===== config.mk =====
export PLATFORM = sky130hd
export DESIGN_NAME = armish_seq_ctrl
export DESIGN_NICKNAME = d
export VERILOG_FILES = /design/src/rtl/armish_seq_ctrl.sv
export SDC_FILE = /design/constraint.sdc
export NUM_CORES = 1
export LEC_CHECK = 0
export ABC_AREA = 1
export CORE_ASPECT_RATIO = 0.8
export CORE_MARGIN = 5
export CORE_UTILIZATION = 45
export DETAILED_ROUTE_END_ITERATION = 12
export GPL_TIMING_DRIVEN = 1
export PLACE_DENSITY = 0.73
export SLEW_MARGIN = 20
export SYNTH_ARGS = -nofsm -noshare
export SYNTH_HDL_FRONTEND = slang
export SYNTH_SLANG_ARGS = --single-unit
export TNS_END_PERCENT = 10

===== constraint.sdc =====
create_clock -name clk -period 2 [get_ports clk]
set_input_delay 0.4 -clock clk [delete_from_list [all_inputs] [get_ports clk]]
set_output_delay 0.4 -clock clk [all_outputs]
set_load 0.02 [all_outputs]

===== src/rtl/armish_seq_ctrl.sv =====
// Microinstruction sequencer for the ARMish datapath: fetch/decode/execute FSM
// with NZCV flag register, conditional branches, HALT and a per-run step limit.
module armish_seq_ctrl #(
    parameter int unsigned PC_W      = 8,
    parameter int unsigned MAX_STEPS = 255
) (
    input  logic            clk,
    input  logic            reset,
    input  logic            start,
    input  logic [PC_W-1:0] start_pc,
    output logic            busy,
    output logic            done,
    output logic            err,
    output logic [PC_W-1:0] pc,
    output logic [3:0]      flags,
    output logic            imem_en,
    output logic [PC_W-1:0] imem_addr,
    input  logic [23:0]     imem_rdata,
    output logic [2:0]      dp_op,
    output logic [4:0]      dp_sh,
    output logic [2:0]      dp_d,
    output logic [2:0]      dp_n,
    output logic [2:0]      dp_m,
    output logic            dp_dw,
    input  logic            dp_cn,
    input  logic            dp_cz,
    input  logic            dp_cc,
    input  logic            dp_cv
);

    localparam int unsigned STEP_W = $clog2(MAX_STEPS + 1);

    typedef enum logic [2:0] {S_IDLE, S_FETCH, S_DECODE, S_EXEC, S_DONE} state_t;
    typedef enum logic [1:0] {CLS_ALU = 2'b00, CLS_CMP = 2'b01, CLS_BR = 2'b10, CLS_HALT = 2'b11} cls_t;

    state_t            state;
    cls_t              ir_cls;
    cls_t              fetch_cls;
    logic              ir_s;
    logic [2:0]        ir_cond;
    logic [PC_W-1:0]   ir_target;
    logic [STEP_W-1:0] step;
    logic [STEP_W-1:0] step_inc;
    logic [PC_W-1:0]   pc_inc;
    logic              cond_true;

    assign imem_addr = pc;
    assign fetch_cls = cls_t'(imem_rdata[23:22]);
    assign step_inc  = step + STEP_W'(1);
    assign pc_inc    = pc + PC_W'(1);

    // flags = {N,Z,C,V}
    always_comb begin
        cond_true = 1'b0;
        case (ir_cond)
            3'd0: cond_true = 1'b1;
            3'd1: cond_true = flags[2];
            3'd2: cond_true = !flags[2];
            3'd3: cond_true = flags[3];
            3'd4: cond_true = !flags[3];
            3'd5: cond_true = flags[1];
            3'd6: cond_true = !flags[1];
            3'd7: cond_true = flags[0];
            default: cond_true = 1'b0;
        endcase
    end

    always_ff @(posedge clk) begin
        if (reset) begin
            state     <= S_IDLE;
            pc        <= '0;
            flags     <= '0;
            ir_cls    <= CLS_ALU;
            ir_s      <= 1'b0;
            ir_cond   <= '0;
            ir_target <= '0;
            step      <= '0;
            err       <= 1'b0;
            done      <= 1'b0;
            busy      <= 1'b0;
            imem_en   <= 1'b0;
            dp_op     <= '0;
            dp_sh     <= '0;
            dp_d      <= '0;
            dp_n      <= '0;
            dp_m      <= '0;
            dp_dw     <= 1'b0;
        end else begin
            case (state)
                S_IDLE: begin
                    if (start) begin
                        pc      <= start_pc;
                        step    <= '0;
                        err     <= 1'b0;
                        busy    <= 1'b1;
                        imem_en <= 1'b1;
                        state   <= S_FETCH;
                    end
                end
                S_FETCH: begin
                    imem_en <= 1'b0;
                    state   <= S_DECODE;
                end
                S_DECODE: begin
                    // Datapath controls are registered straight from the ROM word so
                    // they are valid for the whole EXEC cycle.
                    ir_cls    <= fetch_cls;
                    ir_s      <= imem_rdata[21];
                    ir_cond   <= imem_rdata[21:19];
                    ir_target <= imem_rdata[PC_W-1:0];
                    if (fetch_cls == CLS_ALU || fetch_cls == CLS_CMP) begin
                        dp_op <= imem_rdata[20:18];
                        dp_d  <= imem_rdata[17:15];
                        dp_n  <= imem_rdata[14:12];
                        dp_m  <= imem_rdata[11:9];
                        dp_sh <= imem_rdata[8:4];
                        dp_dw <= (fetch_cls == CLS_ALU);
                    end
                    state <= S_EXEC;
                end
                S_EXEC: begin
                    dp_op <= '0;
                    dp_sh <= '0;
                    dp_d  <= '0;
                    dp_n  <= '0;
                    dp_m  <= '0;
                    dp_dw <= 1'b0;
                    case (ir_cls)
                        CLS_ALU: begin
                            pc <= pc_inc;
                            if (ir_s)
                                flags <= {dp_cn, dp_cz, dp_cc, dp_cv};
                        end
                        CLS_CMP: begin
                            pc    <= pc_inc;
                            flags <= {dp_cn, dp_cz, dp_cc, dp_cv};
                        end
                        CLS_BR:   pc <= cond_true ? ir_target : pc_inc;
                        default: ;
                    endcase
                    if (ir_cls == CLS_HALT) begin
                        err   <= 1'b0;
                        done  <= 1'b1;
                        busy  <= 1'b0;
                        state <= S_DONE;
                    end else begin
                        step <= step_inc;
                        if (step_inc == STEP_W'(MAX_STEPS)) begin
                            err   <= 1'b1;
                            done  <= 1'b1;
                            busy  <= 1'b0;
                            state <= S_DONE;
                        end else begin
                            imem_en <= 1'b1;
                            state   <= S_FETCH;
                        end
                    end
                end
                S_DONE: begin
                    done  <= 1'b0;
                    state <= S_IDLE;
                end
                default: state <= S_IDLE;
            endcase
        end
    end

endmodule


# Yosys cells after proc, flatten, opt, wreduce, memory -nomap -nowiden
# Index checks and enable logic that the tools add are counted.
# totals
reg_bits,59
input_bits,39
# op_classes
n_eq_ne,23
add_sub_neg,2
n_reduce_logical,21
muxes,39
# op_table
operator,count
$pmux 8 s2,3
$mux 8,4
$pmux 3 s2,4
$mux 3,7
$add 8x1->8 const B,2
$eq 3x3->1 const B,5
$eq 3x2->1 const B,4
$pmux 3 s4,1
$reduce_and 3->1,4
$mux 1,10
$ne 2x2->1 const B,5
$pmux 5 s2,1
$eq 8x8->1 const B,1
$pmux 1 s2,4
$pmux 1 s8,1
$pmux 4 s2,1
$reduce_bool 2->1,4
$eq 3x1->1 const B,2
$logic_not 3->1,2
$mux 5,1
$eq 2x1->1 const B,2
$eq 2x2->1 const B,2
$logic_not 2->1,2
$mux 4,1
9 further kinds,12

# Longest topological paths before layout
# logic_depth
ltp_word,5
depth_mapped,13

# Worst setup path before layout
# Ideal clock, no wire load.
# synth_path
kind,register to register
start,register step[1]
end,register err
setup_ns,0.131
arrival_ns,1.336
path_buffers,0
period_less_slack_ns,1.466
path_slack_ns,0.534
path_stages_with_launch,13
cell_sequence,dfxtp_1 -> ha_1 -> nand2_2 -> nor2_2 -> nand2_1 -> nand2_1 -> nand2_1 -> nor2_1 -> nand2_1 -> nand2_2 -> nand2_1 -> nand2_1 -> a21oi_2
# synth_between
elab_chain_len,4
# synth_rtl
element,line,text
"start, declared",42,logic [STEP_W-1:0] step;
"start signal, assigned",147,step <= step_inc;
$add 8x1->8,49,assign step_inc = step + STEP_W'(1);
$eq 8x8->1,148,if (step_inc == STEP_W'(MAX_STEPS)) begin
$ne 3x3->1 (no source line),n/a,
$reduce_and 3->1 (no source line),n/a,
"end signal, assigned",78,err <= 1'b0;
"end signal, assigned",142,err <= 1'b0;
"end signal, assigned",149,err <= 1'b1;
"end, declared",13,"output logic err,"
# Every way passes these cells.
# A chain may end at the register's enable or synchronous reset.

# Final worst setup path
# layout_path
start,register pc[4] (netlist: imem_addr[4])
end,output imem_addr[4]
# layout_rtl
element,line,text
"start, declared",14,"output logic [PC_W-1:0] pc,"
"start signal, assigned",92,pc <= start_pc;
"start signal, assigned",130,pc <= pc_inc;
"start signal, assigned",135,pc <= pc_inc;
"end, declared",17,"output logic [PC_W-1:0] imem_addr,"
# No word-level cell between the ends.

==> flow_metrics.py <==
metrics = {
    "clocking": {
        "cts.sinks": 58,
        "cts_made_buffers": 9,
        "ctsHoldBuffers": 0,
        "clockBufferDepth": 2,
        "post-cts-setup-buffers": 0,
        "cts_resized": 0,
        "root_buffer": "clkbuf_8",
        "path_clk_slew_ps": 70,
        "clock_latency_ps": 330,
        "h-tree-depth": 3,
        "tritoncts": "done",
    },
    "detailed_routing": {
        "post-route-drc-count": 0,
        "postRouteAntennaNets": 0,
        "num_vias": 2693,
        "routedWlPerCell_um": 13.8,
        "firstDrtPassIters": 4,
        "drt_iter0_drc": 76,
        "routed_wl_mm": 7.32,
        "drt-met1-wl_mm": 3.33,
        "met3WireLength_um": 737,
        "detail_route.vias_per_cell": 5.09,
        "met2_length_mm": 3.18,
        "top_layer": "met4",
    },
    "place": {
        "placed_area_um2": 3620,
        "place.gp.congestion": 0.872,
        "dp_hpwl_mm": 5.27,
        "io_buffer_count": 80,
    },
    "die": {
        "rows": 25,
        "die-area_um2": 7930,
        "die_w_um": 98.3,
        "start_util_pct": 47.0,
        "io-pin-count": 81,
        "core_um2": 5970,
        "chipHeight_um": 80.7,
    },
    "critical_path": {
        "crit_type": "flip-flop to output port",
        "r2r_setup_slack_ps": 300,
        "cp_max_fo": 6,
        "cp.arrival_ps": 1470,
        "crit_buf_inv": 1,
        "crit_path_max_incr_delay_ps": 670,
        "path_cells": "clkdlybuf4s50_1",
        "crit_family": "buffers and inverters",
        "cp.required_ps": 1600,
        "timing.rr.start": "step[1]",
        "end_kind": "output port",
        "crit_path_top_delay_cell": "clkdlybuf4s50_1",
        "r2r-end": "err",
        "crit_path_start_kind": "flip-flop",
        "reg2reg_depth": 12,
    },
    "layout": {
        "drive_gt1_share_pct": 10.5,
        "final_nets": 485,
        "num_antenna_cells": 0,
        "finalCoreUtilization_pct": 64.6,
        "area_growth_pct": 37.5,
        "final_area_um2": 3860,
    },
    "power_and_ir_drop": {
        "power_leakage_uw": 0.00140,
        "pwr_density_cell_nw_per_um2": 829,
        "vdd_ir_drop_max_v": 0.000400,
    },
    "synth": {
        "yosysWarnings": 0,
        "synth_edf_count": 0,
        "async_reset_ff_share_pct": 0,
        "syn_inst": 368,
        "syn_nets": 410,
        "synth.top_cell.area_share_pct": 41.3,
        "ys_seq_elements": 58,
        "synth_most_common_cell": "nand2_1",
        "ys_seq_area_share_pct": 41.3,
        "synth_common_cells": "nand2_1 (62), a21oi_1 (59), dfxtp_1 (58), nand3_1 (42), inv_1 (33)",
        "synth.area.top_cells": "dfxtp_1 (41%), a21oi_1 (11%), nand2_1 (8.3%)",
        "avgSynthCellArea_um2": 7.63,
        "syn_area_um2": 2810,
        "synth_cell_types": 34,
        "synth_ff_type": "dfxtp_1",
        "synth_top_area_cell": "dfxtp_1",
    },
    "sta": {
        "relSlewSlack_pct": 72.1,
        "tns_ps": 0,
        "slew_viol_final": 0,
        "fmax_ghz": 0.536,
        "fin_crit_sh_pct": 93.3,
        "finClkSkew_ps": 9.69,
        "timing.final.crit_period_ps": 1870,
        "finalHoldViolCount": 0,
        "rsz0062_at_grt": "false",
        "worst_slew_pin_slew_ps": 418,
        "setup_violations": 0,
    },
    "grt": {
        "antenna_found_initial": 0,
        "gr-total-overflow": 0,
        "track_usage_pct": 19.2,
        "grt_max_degree": 32,
        "grt_pass1_wl_mm": 12.3,
        "grt_pass1_vias": 2704,
    },
    "worst_hold_path": {
        "hold_path_class": "flip-flop to flip-flop",
        "holdPathStages": 2,
        "hold-path-endpoint": "imem_en",
        "min-delay-start": "imem_en",
    },
    "outcome": {
        "status": "finished clean",
    },
    "run": {
        "cap_violations": 0,
    },
}
==> kinds of logic after synthesis <==
kind of cell	count (synthesis)	share of synthesized area (%)
AO/OA/AOI/OAI	97	18.3
XOR/XNOR	5	1.56
adder cells (fa/ha/maj)	3	1.34
buffers and inverters	60	10.2
flip-flops	58	41.3
AND/OR/NAND/NOR	145	27.3
==> how the worst max path moves through the flow <==
stage | start | to | slack [ps] | depth (start not counted)
finish | imem_addr[4] | imem_addr[4] | 130 | 1
detailed placement | start | imem_addr[7] | 270 | 6
floorplan | step[1] | err | 530 | 12
CTS | imem_addr[4] | imem_addr[4] | 110 | 1
global route | imem_addr[4] | imem_addr[4] | 90 | 1
global placement | start | step[0] | 340 | 6
==> cell type report <==
class	instances	area (µm²)
tap	81	101
inverter	39	154
sequential	58	1160
fill	536	2110
multi-input combinational	250	1360
timing repair buffer	85	838
clock inverter	4	98.8
clock buffer	12	145
==> metal layers <==
| metal | vias up | track usage [%] |
|---|---|---|
| met5 | - | 0 |
| li1 | 1390 | - |
| met2 | 78 | 30.9 |
| met1 | 1217 | 22.5 |
| met3 | 8 | 9.90 |
| met4 | 0 | 5.18 |
==> through the flow <==
stage	worst slack (ps)	instances	hold WS [ps]	power, µW
floorplan	534	368	429	1670
detailed placement	275	513	445	1910
global placement	340	513	441	1900
finish	134	529	454	3200
global route	89.0	529	492	3350
CTS	114	529	454	3230
==> where the power goes <==
part	leakage [µW]	internal [µW]	switching, µW	total, µW
logic	0.000804	265	325	590
registers	0.000472	1230	63.9	1290
clock network	0.000121	865	457	1320
==> placed cells by master (no fill, tap or decap), types with 2 or more instances in the layout <==
cell / instances
xor2_1: 2
ha_1: 3
nor2_1: 10
inv_2: 2
clkbuf_1: 2
clkdlybuf4s50_1: 80
nor2_8: 3
nor3_1: 2
nand2_1: 62
a21oi_1: 59
dfxtp_1: 58
clkbuf_8: 10
nand3_2: 3
nand2_4: 3
inv_1: 33
nand3_1: 42
xnor2_1: 3
a21oi_2: 4
nand4_1: 8
inv_4: 3
bufinv_16: 3
o21ai_0: 29
buf_4: 5
o211ai_1: 2
nand2_2: 4
nor2_2: 3
==> state kept, by name, indices dropped and copies added, names as in the netlist <==
register and flops:
state 3, dp_sh 5, dp_n 3, err 1
flags 4, dp_d 3, dp_dw 1, dp_op 3
dp_m 3, step 8, done 1, ir_cond 2
imem_en 1, ir_target 8, busy 1, imem_addr 8
ir_s 1, ir_cls 2
Note: power is estimated with default switching activity, not from simulation.
